$ cat src/rtl/load_store_unit.sv
// rtl/load_store_unit.sv - RV32I load/store unit: one op in flight, request/grant memory bus, wait timeout.
module load_store_unit #(
  parameter int TIMEOUT = 255
) (
  input  logic        clk,
  input  logic        rst_n,
  input  logic        op_valid,
  output logic        op_ready,
  input  logic        op_we,
  input  logic [2:0]  op_funct3,
  input  logic [31:0] op_addr,
  input  logic [31:0] op_wdata,
  output logic        mem_req,
  input  logic        mem_gnt,
  output logic        mem_we,
  output logic [31:0] mem_addr,
  output logic [31:0] mem_wdata,
  output logic [3:0]  mem_be,
  input  logic        mem_rvalid,
  input  logic [31:0] mem_rdata,
  output logic        done,
  output logic [31:0] ld_data,
  output logic        err_align,
  output logic        err_bus
);

  typedef enum logic [1:0] {IDLE, REQ, RESP, DONE} state_t;

  localparam logic [7:0] TIMEOUT_CNT = 8'(TIMEOUT);

  state_t      state, state_nx;
  logic        we_q;
  logic [2:0]  f3_q;
  logic [31:0] addr_q, wdata_q;
  logic [7:0]  cnt, cnt_nx;
  logic [31:0] ld_q, ld_nx;
  logic        ea_q, ea_nx, eb_q, eb_nx;
  logic        accept, op_legal, op_misaligned, op_bad;
  logic [31:0] rdata_shift, ld_ext;
  logic [3:0]  be;
  logic [7:0]  cnt_inc;

  assign accept = op_valid && (state == IDLE);

  // Legality is judged on the live inputs so a bad op can go straight to DONE.
  always_comb begin
    op_legal = 1'b0;
    if (op_we) begin
      op_legal = (op_funct3 == 3'b000) || (op_funct3 == 3'b001) || (op_funct3 == 3'b010);
    end else begin
      op_legal = (op_funct3 == 3'b000) || (op_funct3 == 3'b001) || (op_funct3 == 3'b010) ||
                 (op_funct3 == 3'b100) || (op_funct3 == 3'b101);
    end
    op_misaligned = ((op_funct3[1:0] == 2'b01) && op_addr[0]) ||
                    ((op_funct3[1:0] == 2'b10) && (op_addr[1:0] != 2'b00));
    op_bad = !op_legal || op_misaligned;
  end

  always_comb begin
    be = 4'b1111;
    mem_wdata = wdata_q;
    case (f3_q[1:0])
      2'b00: begin
        be = 4'b0001 << addr_q[1:0];
        mem_wdata = {4{wdata_q[7:0]}};
      end
      2'b01: begin
        be = 4'b0011 << addr_q[1:0];
        mem_wdata = {2{wdata_q[15:0]}};
      end
      default: begin
        be = 4'b1111;
        mem_wdata = wdata_q;
      end
    endcase
  end

  always_comb begin
    rdata_shift = mem_rdata >> {addr_q[1:0], 3'b000};
    case (f3_q)
      3'b000:  ld_ext = {{24{rdata_shift[7]}}, rdata_shift[7:0]};
      3'b100:  ld_ext = {24'h0, rdata_shift[7:0]};
      3'b001:  ld_ext = {{16{rdata_shift[15]}}, rdata_shift[15:0]};
      3'b101:  ld_ext = {16'h0, rdata_shift[15:0]};
      default: ld_ext = mem_rdata;
    endcase
  end

  assign cnt_inc = cnt + 8'd1;

  always_comb begin
    state_nx = state;
    cnt_nx   = cnt;
    ld_nx    = ld_q;
    ea_nx    = ea_q;
    eb_nx    = eb_q;
    case (state)
      IDLE: begin
        ld_nx = 32'h0;
        ea_nx = 1'b0;
        eb_nx = 1'b0;
        if (op_valid) begin
          cnt_nx = 8'h0;
          if (op_bad) begin
            state_nx = DONE;
            ea_nx    = 1'b1;
          end else begin
            state_nx = REQ;
          end
        end
      end
      REQ: begin
        // A simultaneous rvalid is ignored here; the response must follow the grant.
        if (mem_gnt) begin
          cnt_nx   = 8'h0;
          state_nx = we_q ? DONE : RESP;
        end else if (cnt_inc == TIMEOUT_CNT) begin
          state_nx = DONE;
          eb_nx    = 1'b1;
        end else begin
          cnt_nx = cnt_inc;
        end
      end
      RESP: begin
        if (mem_rvalid) begin
          ld_nx    = ld_ext;
          state_nx = DONE;
        end else if (cnt_inc == TIMEOUT_CNT) begin
          state_nx = DONE;
          eb_nx    = 1'b1;
        end else begin
          cnt_nx = cnt_inc;
        end
      end
      DONE: begin
        state_nx = IDLE;
        ld_nx    = 32'h0;
        ea_nx    = 1'b0;
        eb_nx    = 1'b0;
      end
      default: state_nx = IDLE;
    endcase
  end

  always_ff @(posedge clk or negedge rst_n) begin
    if (!rst_n) begin
      state   <= IDLE;
      cnt     <= 8'h0;
      ld_q    <= 32'h0;
      ea_q    <= 1'b0;
      eb_q    <= 1'b0;
      we_q    <= 1'b0;
      f3_q    <= 3'b0;
      addr_q  <= 32'h0;
      wdata_q <= 32'h0;
    end else begin
      state <= state_nx;
      cnt   <= cnt_nx;
      ld_q  <= ld_nx;
      ea_q  <= ea_nx;
      eb_q  <= eb_nx;
      if (accept) begin
        we_q    <= op_we;
        f3_q    <= op_funct3;
        addr_q  <= op_addr;
        wdata_q <= op_wdata;
      end
    end
  end

  assign op_ready  = (state == IDLE);
  assign mem_req   = (state == REQ);
  assign mem_we    = mem_req && we_q;
  assign mem_addr  = {addr_q[31:2], 2'b00};
  assign mem_be    = mem_req ? be : 4'b0000;
  assign done      = (state == DONE);
  assign ld_data   = done ? ld_q : 32'h0;
  assign err_align = done && ea_q;
  assign err_bus   = done && eb_q;

endmodule

$ cat config.mk
export PLATFORM = sky130hd
export DESIGN_NAME = load_store_unit
export DESIGN_NICKNAME = d
export VERILOG_FILES = /design/src/rtl/load_store_unit.sv
export SDC_FILE = /design/constraint.sdc
export NUM_CORES = 1
export LEC_CHECK = 0
export ABC_CLOCK_PERIOD_IN_PS = 2400
export CAP_MARGIN = 20
export CORE_UTILIZATION = 45
export CTS_CLUSTER_SIZE = 24
export DETAILED_ROUTE_END_ITERATION = 10
export GPL_TIMING_DRIVEN = 1
export PLACE_DENSITY = 0.87
export SYNTH_ARGS = -nofsm -noshare
export SYNTH_HDL_FRONTEND = slang
export SYNTH_SLANG_ARGS = --single-unit
$ cat constraint.sdc
create_clock -name clk -period 2.4 [get_ports clk]
set_input_delay 0.48 -clock clk [delete_from_list [all_inputs] [get_ports clk]]
set_output_delay 0.48 -clock clk [all_outputs]
set_load 0.03 [all_outputs]
# Yosys cells after proc, flatten, opt, wreduce, memory -nomap -nowiden
# Cells that the tools add are included.
[op_classes]
n_addsub = 1
multipliers = 0
n_div = 0
magnitude_cmp = 0
n_eq_ne = 18
n_shift = 3
muxes = 27
bitwise = 0
n_reduce_logical = 25
[op_table]
columns = ["cell", "n"]
rows = [
  ["case mux 32 bit (2 select lines)", 2],
  ["case mux 32 bit (4 select lines)", 1],
  ["2-to-1 mux 32 bit", 2],
  ["2-to-1 mux 8 bit", 4],
  [">> shifter 32 x 5 -> 16 bit", 1],
  ["case mux 8 bit (3 select lines)", 1],
  ["== test 3 bit, second input constant", 4],
  ["2-to-1 mux 2 bit", 5],
  ["adder 8 x 1 -> 8 bit, second input constant", 1],
  ["== test 8 bit, second input constant", 1],
  ["inequality test 2 bit, second input constant", 4],
  ["case mux 2 bit (4 select lines)", 1],
  ["case mux 4 bit (2 select lines)", 1],
  ["2-to-1 mux 1 bit", 7],
  ["== test 2 x 1 -> 1 bit, second input constant", 3],
  ["== test 2 bit, second input constant", 3],
  ["== test 3 x 1 -> 1 bit, second input constant", 2],
  ["logical AND 1 bit", 6],
  ["zero test 3 bit", 2],
  ["logical OR 1 bit", 6],
  ["nonzero test 2 bit", 3],
  ["zero test 2 bit", 2],
  ["2-to-1 mux 4 bit", 1],
  ["AND reduction 2 bit", 2],
  ["other kinds (9)", 9],
]
[totals]
regBits = 112
latch_bits = 0
ram_bits = 0
romBits = 0
in_bits = 105
out_inout_bits = 106
elab_cells = 83
mem_count = 0

# Depth between registers and ports, before layout
# Gate-level depths: netlist (run 1).
[depth]
depth_word = 11
depth_mapped = 8
mapped_depth_nobuf = 7

# Least setup slack after synthesis (run 1)
# Ideal clock, no wire load.
[synth_timing]
kind = "reg2out"
start = "register f3_q[0]"
end = "output mem_wdata[24]"
arrival_ns = 1.860
required_ns = 1.920
setup_slack_ns = 0.060
stages_incl_launch_ff = 5
n_path_buf = 2
path_cell_list = "dfrtp_1 -> clkbuf_1 -> buf_1 -> mux2i_1 -> o21ai_0"
[synth_between]
elab_chain_cells = 2
word_cells_on_any_way = 3
classes_between = "1 x eq/ne; 1 x mux; 1 x reduce/logical"
[synth_rtl]
columns = ["item", "line", "rtl"]
rows = [
  ["start, declared", "33", "logic [2:0] f3_q;"],
  ["start signal, assigned", "164", "f3_q <= op_funct3;"],
  ["== test 2 x 1 -> 1 bit or zero test 2 bit (tied branches)", "62", "case (f3_q[1:0])"],
  ["case mux 32 bit (2 select lines) (*)", "62", ""],
  ["end, declared", "17", "output logic [31:0] mem_wdata,"],
]
# Every way passes the cells marked *; elsewhere a longest branch is shown, timed or not.

# Worst setup path in the final report (run 1)
[layout_timing]
start = "register f3_q[1]"
end = "output mem_wdata[13]"
# The elaborated chain is that of the path after synthesis.

==> impl_metrics.csv, run 1 <==
group,metric,value,unit
cts,hold_buffers,0,
worst_setup_path,r2r_slack,250,ps
finish,antenna_cells,0,
worst_setup_path,path_max_fanout,8,
worst_setup_path,cp-start-kind,"flop",
finish,n_fill_cell,1001,
logic_synthesis,avgSynthCellArea,10.8,sq um
floorplanning,core_area,13200,sq um
placed_design,port-buffer-count,208,
drt,drtAntennaViolNets,0,
drt,vias,5008,
worst_setup_path,timing.rr.start,"cnt[1]$_DFFE_PN0P_",
finish,synthToLayoutAreaGrowth,38.1,%
cts,cts_buffers,9,
finish,multi_input_area,2830,sq um
power,peakVddDrop,951,uV
timing,period_share,96.4,%
logic_synthesis,synthMuxAreaShare,19.4,%
power,p_leak,0.00373,uW
drt,drc,0,
logic_synthesis,post_synth_xor_area_fraction,0.288,%
logic_synthesis,synthAdderAreaFrac,1.44,%
cts,cts_tree,"yes",
logic_synthesis,synth_cells,565,
floorplanning,die_w,118,um
cts,cts.sinks,112,
logic_synthesis,synth_area,6070,sq um
finish,finalNonFillerCells,913,
worst_setup_path,regToRegEndpoint,"state[0]$_DFFE_PN0P_",
timing,hold_viol,0,
worst_setup_path,required,1920,ps
timing,final.min_clock_period,2310,ps
worst_setup_path,cp.arrival,1830,ps
min_path,hold_class,"in -> async",
drt,drt_iter0_markers,270,
worst_setup_path,worstSetupPathType,"reg -> out",
cts,clkTransAtPathRegs,70,ps
timing,tns,0,ps
finish,layout.nets,845,
cts,clkLatencyLatePin,360,ps
worst_setup_path,r2r_cells,7,
placed_design,dp.cells,898,
run,cap_viol_max_count,0,
logic_synthesis,synth_compound_area_share,12.1,%
timing,rsz0062_at_grt,"no",
cts,post_cts_buffers,0,
global_routing,grt_overflow,0,
logic_synthesis,yosys_most_used_dff,"dfrtp_1",
logic_synthesis,synth_top_family_by_area,"multiplexers",
timing,fmax,0.432,GHz
floorplanning,initial_core_util,46.1,%
floorplanning,ioPinCount,211,
placed_design,hpwl,12.1,mm
global_routing,grt_pass1_wl,26.6,mm
finish,layout_commonest_cell,"clkdlybuf4s50_1",
cts,htreeDepth,3,
global_routing,grt_pass1_vias,5205,
drt,first_pass_iters,5,
logic_synthesis,ys_types,48,
timing,clock-skew-final,8.10,ps
power,power,11500,uW
global_routing,grt_max_degree,52,
timing,setup_violations,0,
placed_design,place.gp.congestion,0.842,
timing,tightest_slew,648,ps
floorplanning,dieHeight,118,um
drt,routedWlPerCell,18.0,um
worst_setup_path,crit_path_end_kind,"output pin",
logic_synthesis,ys_warn_count,0,
logic_synthesis,synth-seq-area-share,46.1,%
logic_synthesis,ys_ff_latch,112,
power,pwr_density_cell,1370,nW/um^2
drt,via_per_inst,5.49,
timing,drv_slew,0,
logic_synthesis,ys_async_sr_fraction,100,%
drt,wl,16.4,mm
global_routing,gr-usage-all-layers,24.3,%
status,status,"finished, final reports clean",
cts,clockBufferDepth,2,
finish,layout_common_cells,"clkdlybuf4s50_1 (142), dfrtp_1 (111), mux2_2 (86)",
timing,slew_headroom,56.6,%
floorplanning,dieArea,14000,sq um
finish,drive_gt1_share,24.4,%
global_routing,antenna_found_initial,0,
logic_synthesis,synth_edf_count,0,
cts,cts_root_buf,"clkbuf_16",
finish,regArea,2800,sq um
logic_synthesis,synth-simple-area-share,13.1,%
floorplanning,rows,42,
registers in the layout, summed over array words and instances, names as in the netlist:
| register | cells |
|---|---|
| wdata_q | 32 |
| ea_q | 1 |
| state | 2 |
| f3_q | 3 |
| cnt | 8 |
| ld_q | 32 |
| addr_q | 32 |
| eb_q | 1 |
| we_q | 1 |
how the worst max path moves through the flow:
| stage | cells after the start | from | end |
|---|---|---|---|
| after floorplan | 4 | f3_q[0]$_DFFE_PN0P_ | mem_wdata[24] |
| after global placement | 6 | mem_rdata[31] | ld_q[12]$_DFFE_PN0P_ |
| after global routing | 4 | f3_q[1]$_DFFE_PN0P_ | mem_wdata[15] |
| after CTS | 3 | state[0]$_DFFE_PN0P_ | op_ready |
| final | 4 | f3_q[1]$_DFFE_PN0P_ | mem_wdata[13] |
| after detailed placement | 6 | mem_rdata[31] | ld_q[12]$_DFFE_PN0P_ |
synth_stat cells, types with 7 or more instances:
cell	n	share of area [%]
a21oi_1	19	1.6
a22o_1	19	2.7
mux2i_1	19	3.1
nor2b_1	9	0.93
and2_1	38	3.9
nand2_1	42	2.6
mux2_2	86	16
ha_1	7	1.4
clkbuf_1	23	1.4
buf_4	40	4.9
nand2b_1	19	2.0
o21ai_0	24	2.0
o221ai_1	7	1.0
dfrtp_1	112	46
nor2_1	24	1.5
area by class of cell:
type | instances | area share [%]
Tap cell | 176 | 2.62
Inverter | 5 | 0.224
Clock inverter | 6 | 0.626
Timing Repair Buffer | 229 | 26.7
Clock buffer | 9 | 2.68
Multi-Input combinational cell | 376 | 33.8
Sequential cell | 112 | 33.4
metrics by stage:
step / cell area (sq um) / util (%) / worst slack, ps / hold slack (ps)
global route: 8390 / 63.6 / 5.22 / 29.3
CTS: 8390 / 63.6 / 14.3 / 17.1
floorplan: 6080 / - / 60.2 / 184
detailed placement: 8130 / 61.7 / 112 / 400
global placement: 8130 / 61.7 / 147 / 401
finish: 8390 / 63.6 / 86.0 / 16.8
power by group:
group	internal, uW	leakage [uW]	total [uW]	switching [uW]
sequential	2660	0.00140	3210	549
clock	717	0.000130	1460	741
combinational	2940	0.00220	6860	3910
critical path, stage by stage (launching register included):
cell	delay (ps)
dfrtp_2	440
nor2_1	130
buf_4	200
mux2_2	350
dlygate4sd2_1	350
logic make-up after synthesis:
kind of cell | after synthesis
flops | 112
mux | 106
simple gates | 152
compound gates | 107
xor+xnor | 2
other cells | 1
fa+ha+maj | 7
buf+inv | 78
routing by layer:
| metal | up-vias | global-route usage, % | share of wire, % |
|---|---|---|---|
| met5 | - | 0 | 0 |
| met4 | 0 | 10.2 | 2.1 |
| met3 | 20 | 6.23 | 7.7 |
| met2 | 221 | 41.0 | 50 |
| met1 | 2481 | 29.3 | 40 |
| li1 | 2286 | - | - |
what timing repair did:
item | in CTS | in global routing
pin swaps | 0 | 0
endpoints found under the setup margin | 17 | 1
resized for setup | 17 | 1
(Power assumes the default switching activity.)
==> run 2, diff against run 1 <==
PLACE_DENSITY = not set   (was 0.87)
PLACE_DENSITY_LB_ADDON = 0.25   (was not set)
==> run 2 against run 1 <==
Global-route usage fell by 0.31 points. Clock-buffer cell count rose by 2. Clock skew rose by 0.66 ps. Maximum frequency fell by 0.17%. Wire length fell by 1.9%. Hold slack improved by 170 ps. Worst setup slack got worse by 3.9 ps. Combinational power fell by 0.7%. Critical path depth did not move. Largest cell class unchanged.
==> impl_metrics.csv, run 2 (synthesized netlist as in run 1, its figures left out) <==
group,metric,value,unit
status,status,"finished, final reports clean",
floorplanning,initial_core_util,46.1,%
global_routing,grt_overflow,0,
global_routing,grt_pass1_vias,5104,
drt,routedWlPerCell,17.7,um
worst_setup_path,crit_path_end_kind,"output pin",
placed_design,hpwl,11.8,mm
power,pwr_density_cell,1370,nW/um^2
power,p_leak,0.00370,uW
worst_setup_path,r2r_cells,7,
finish,synthToLayoutAreaGrowth,37.5,%
worst_setup_path,path_max_fanout,8,
cts,clkTransAtPathRegs,80,ps
finish,layout_common_cells,"clkdlybuf4s50_1 (141), dfrtp_1 (111), mux2_2 (86)",
cts,post_cts_buffers,0,
timing,clock-skew-final,8.75,ps
floorplanning,rows,42,
timing,tightest_slew,609,ps
timing,period_share,96.6,%
power,comb_power_share,59.3,%
drt,via_per_inst,5.39,
timing,tns,0,ps
drt,first_pass_iters,4,
floorplanning,die_w,118,um
cts,cts_tree,"yes",
finish,layout_commonest_cell,"clkdlybuf4s50_1",
drt,drt_iter0_markers,280,
floorplanning,ioPinCount,211,
worst_setup_path,worstSetupPathType,"reg -> out",
finish,antenna_cells,0,
timing,slew_headroom,59.3,%
cts,cts_buffers,9,
timing,fmax,0.431,GHz
floorplanning,core_area,13200,sq um
finish,layout.nets,841,
cts,cts.sinks,112,
finish,multi_input_area,2840,sq um
timing,final.min_clock_period,2320,ps
power,peakVddDrop,1030,uV
power,cellInternalPower,6310,uW
drt,wl,16.1,mm
cts,clkLatencyLatePin,360,ps
finish,n_fill_cell,1055,
cts,cts_root_buf,"clkbuf_16",
worst_setup_path,required,1920,ps
placed_design,port-buffer-count,208,
min_path,hold_class,"in -> async",
power,switching_share,45.0,%
global_routing,antenna_found_initial,0,
worst_setup_path,regToRegEndpoint,"state[1]$_DFFE_PN0P_",
worst_setup_path,path_delay_family,"buffers and inverters",
power,seq_power_share,28.0,%
timing,holdWs,190,ps
worst_setup_path,cp_slowest_cell,"dfrtp_2",
cts,hold_buffers,0,
drt,drtAntennaViolNets,0,
placed_design,place.gp.congestion,0.840,
cts,htreeDepth,3,
worst_setup_path,cp_slowest_stage_delay,430,ps
worst_setup_path,cp-start-kind,"flop",
finish,drive_gt1_share,24.1,%
timing,drv_slew,0,
drt,vias,4906,
floorplanning,dieHeight,118,um
worst_setup_path,crit_buf_inv,2,
floorplanning,dieArea,14000,sq um
worst_setup_path,r2r_slack,260,ps
worst_setup_path,cp.arrival,1840,ps
power,power_frac_clock,12.7,%
finish,final_core_util,63.3,%
worst_setup_path,timing.rr.start,"cnt[0]$_DFFE_PN0P_",
worst_setup_path,cp_cell_sequence,"nor2_1 > buf_4 > mux2_2 > dlygate4sd2_1",
power,p_switching,5160,uW
global_routing,gr-usage-all-layers,23.9,%
global_routing,grt_pass1_wl,26.2,mm
cts,clockBufferDepth,2,
timing,hold_viol,0,
drt,drc,0,
global_routing,grt_max_degree,113,
finish,largest_registers,"addr_q (32), ld_q (32), wdata_q (32)",
finish,regArea,2800,sq um
timing,rsz0062_at_grt,"no",
timing,setup_violations,0,
run,cap_viol_max_count,0,
## run 2: worst max-delay path by stage
stage,to,slack [ps],cells past startpoint,start
global route,mem_wdata[9],1,4,f3_q[1]$_DFFE_PN0P_
detailed placement,ld_q[13]$_DFFE_PN0P_,100,6,mem_rdata[31]
floorplan,mem_wdata[24],60,4,f3_q[0]$_DFFE_PN0P_
global placement,ld_q[12]$_DFFE_PN0P_,120,6,mem_rdata[31]
CTS,mem_wdata[11],40,4,f3_q[1]$_DFFE_PN0P_
finish,mem_wdata[14],80,4,f3_q[1]$_DFFE_PN0P_
## run 2: layout make-up
| class | count | share of cell area [%] |
|---|---|---|
| multi-input cells | 376 | 33.9 |
| flip-flops and latches | 112 | 33.6 |
| repair buffers | 225 | 26.3 |
| clock buffers | 11 | 2.91 |
| well taps | 176 | 2.64 |
| clock inverters | 5 | 0.464 |
| inverters | 5 | 0.225 |
## run 2: repair_timing
action / 4_1_cts / 5_1_grt
endpoints found under the hold margin: 0 / 0
setup endpoints to repair: 20 / 2
resized for setup: 22 / 3
## run 2: per-stage QoR
step	area (sq um)	setup slack, ps	cells	power, uW
floorplan	6080	60.2	566	8020
global placement	8090	121	894	10100
detailed placement	8090	103	894	10200
CTS	8360	41.7	910	11600
global route	8350	1.25	910	12100
finish	8350	82.1	910	11500
## run 2: routing by layer
metal  vias to the layer above  global-route usage [%]  share of wire, %  routed length (um)
met4                         0                    10.4               2.4                 386
li1                       2274                       -                 -                   -
met3                        24                    6.66               7.8                1250
met1                      2408                    30.1                42                6820
met2                       200                    38.6                47                7640
met5                         -                       0                 0                   0
## run 2: power groups by stage
| stage | Combinational, uW | Sequential [uW] | Clock (uW) |
|---|---|---|---|
| after floorplan | 5000 | 3020 | 0 |
| after global placement | 6860 | 3210 | 0 |
| after detailed placement | 6980 | 3240 | 0 |
| after CTS | 6850 | 3220 | 1490 |
| after global routing | 7240 | 3320 | 1570 |
| final | 6810 | 3210 | 1450 |
==> run 3, diff against run 2 <==
PLACE_DENSITY = 0.8   (was not set)
PLACE_DENSITY_LB_ADDON = not set   (was 0.25)
==> run 3 against run 2 <==
Non-clock buffer count grew 3. Sequential power about the same. Cell area is 0.22% lower. Wire length is 0.30% higher. Critical path depth is the same. Critical path type unchanged.
==> impl_metrics.csv, run 3 (synthesized netlist as in run 1, its figures left out) <==
group,metric,value,unit
timing,clock-skew-final,5.14,ps
timing,timing.final.ws_setup,115,ps
global_routing,grt_overflow,0,
global_routing,grt_pass1_vias,5065,
finish,layout_commonest_cell,"clkdlybuf4s50_1",
placed_design,pre_cts_slack,145,ps
worst_setup_path,worstSetupPathType,"reg -> out",
drt,vias,4857,
worst_setup_path,path_max_fanout,14,
timing,slew_headroom,59.2,%
finish,layout_common_cells,"clkdlybuf4s50_1 (141), dfrtp_1 (111), mux2_2 (86)",
worst_setup_path,cp_cell_sequence,"nor2_1 > buf_4 > mux2_2 > dlygate4sd2_1",
cts,clockBufferDepth,2,
timing,rsz0062_at_grt,"no",
worst_setup_path,crit_buf_inv,2,
cts,htreeDepth,3,
floorplanning,rows,42,
timing,period_share,95.2,%
timing,tightest_slew,612,ps
finish,antenna_cells,0,
drt,drtAntennaViolNets,0,
worst_setup_path,required,1920,ps
worst_setup_path,cp-start-kind,"flop",
floorplanning,dieArea,14000,sq um
worst_setup_path,cp.arrival,1800,ps
placed_design,hpwl,12.0,mm
worst_setup_path,path_delay_family,"buffers and inverters",
timing,hold_viol,0,
drt,via_per_inst,5.33,
placed_design,port-buffer-count,208,
status,status,"finished, final reports clean",
drt,wl,16.2,mm
cts,cts_root_buf,"clkbuf_16",
floorplanning,core_area,13200,sq um
global_routing,grt_pass1_wl,25.9,mm
drt,drt_iter0_markers,125,
cts,clkLatencyLatePin,350,ps
min_path,hold_class,"in -> async",
floorplanning,die_w,118,um
global_routing,grt_max_degree,69,
finish,drive_gt1_share,23.9,%
timing,final.min_clock_period,2280,ps
cts,cts_buffers,9,
finish,layout.nets,844,
timing,drv_slew,0,
worst_setup_path,cp_slowest_stage_delay,420,ps
cts,cts_tree,"yes",
cts,post_cts_buffers,0,
global_routing,antenna_found_initial,0,
power,p_leak,0.00372,uW
power,pwr_density_cell,1380,nW/um^2
finish,synthToLayoutAreaGrowth,37.2,%
power,peakVddDrop,901,uV
floorplanning,dieHeight,118,um
drt,routedWlPerCell,17.7,um
cts,cts.sinks,112,
timing,tns,0,ps
cts,clkTransAtPathRegs,70,ps
floorplanning,initial_core_util,46.1,%
timing,setup_violations,0,
timing,fmax,0.438,GHz
floorplanning,ioPinCount,211,
placed_design,place.gp.congestion,0.888,
finish,largest_registers,"addr_q (32), ld_q (32), wdata_q (32)",
drt,drc,0,
worst_setup_path,cp_slowest_cell,"dfrtp_2",
worst_setup_path,crit_path_end_kind,"output pin",
run,cap_viol_max_count,0,
drt,first_pass_iters,4,
finish,n_fill_cell,1031,
global_routing,gr-usage-all-layers,23.6,%
==> run 3: worst paths after layout <==
check / slack [ps] / end / depth (start not counted) / from
setup / recovery: 120 / mem_wdata[9] / 4 / f3_q[1]$_DFFE_PN0P_
hold / removal: 140 / addr_q[31]$_DFFE_PN0P_ / 1 / rst_n
setup reg to reg: 140 / cnt[0]$_DFFE_PN0P_ / 6 / cnt[1]$_DFFE_PN0P_
hold reg to reg: 470 / ld_q[7]$_DFFE_PN0P_ / 2 / ld_q[7]$_DFFE_PN0P_
max in group asynchronous: 1580 / ld_q[11]$_DFFE_PN0P_ / 2 / rst_n
min in group clk: 470 / ld_q[7]$_DFFE_PN0P_ / 2 / ld_q[7]$_DFFE_PN0P_
==> run 3: timing repair <==
item	in CTS	in global routing
endpoints found under the hold margin	0	0
resized for setup	19	1
cloned	0	0
endpoints found under the setup margin	19	1
hold buffers	0	0
==> run 3: routing by layer <==
metal	wire (um)	part of all wire, %	track usage, %	vias to the layer above
met5	0	0	0	-
met4	472	2.9	10.7	0
met3	1360	8.4	7.48	33
met2	7710	48	39.2	213
met1	6620	41	28.0	2336
li1	-	-	-	2275
==> run 3: through the flow <==
stage | instance area (sq um) | std cells | power, uW | hold slack, ps | util [%]
final | 8330 | 911 | 11500 | 137 | 63.2
after global routing | 8330 | 911 | 12100 | 175 | 63.2
after CTS | 8330 | 911 | 11500 | 155 | 63.2
after detailed placement | 8080 | 897 | 10200 | 459 | 61.2
after global placement | 8080 | 897 | 10100 | 455 | 61.2
after floorplan | 6080 | 566 | 8020 | 184 | -
==> run 3: area by class of cell <==
class                      instances  area (sq um)  share of cell area, %
tap                              176           220                   2.64
sequential                       112          2800                   33.6
clock buffer                      10           229                   2.75
multi-input combinational        376          2830                   34.0
inverter                           5          18.8                  0.225
clock inverter                     4          48.8                  0.585
timing repair buffer             228          2180                   26.2
==> run 3: worst register-to-register path: cells and delay by family (launching register included) <==
| kind | cells | cell delay, ps |
|---|---|---|
| AOI/OAI and AO/OA | 1 | 560 |
| muxes | 1 | 330 |
| DFF | 1 | 410 |
| and+or+nand+nor | 3 | 580 |
| adders and majority gates | 1 | 260 |
==> run 3: where the power goes <==
part           switching (uW)  internal, uW  total, uW
Sequential                539          2660       3200
Combinational            3890          2930       6820
Clock                     671           798       1470
Total                    5100          6390      11500
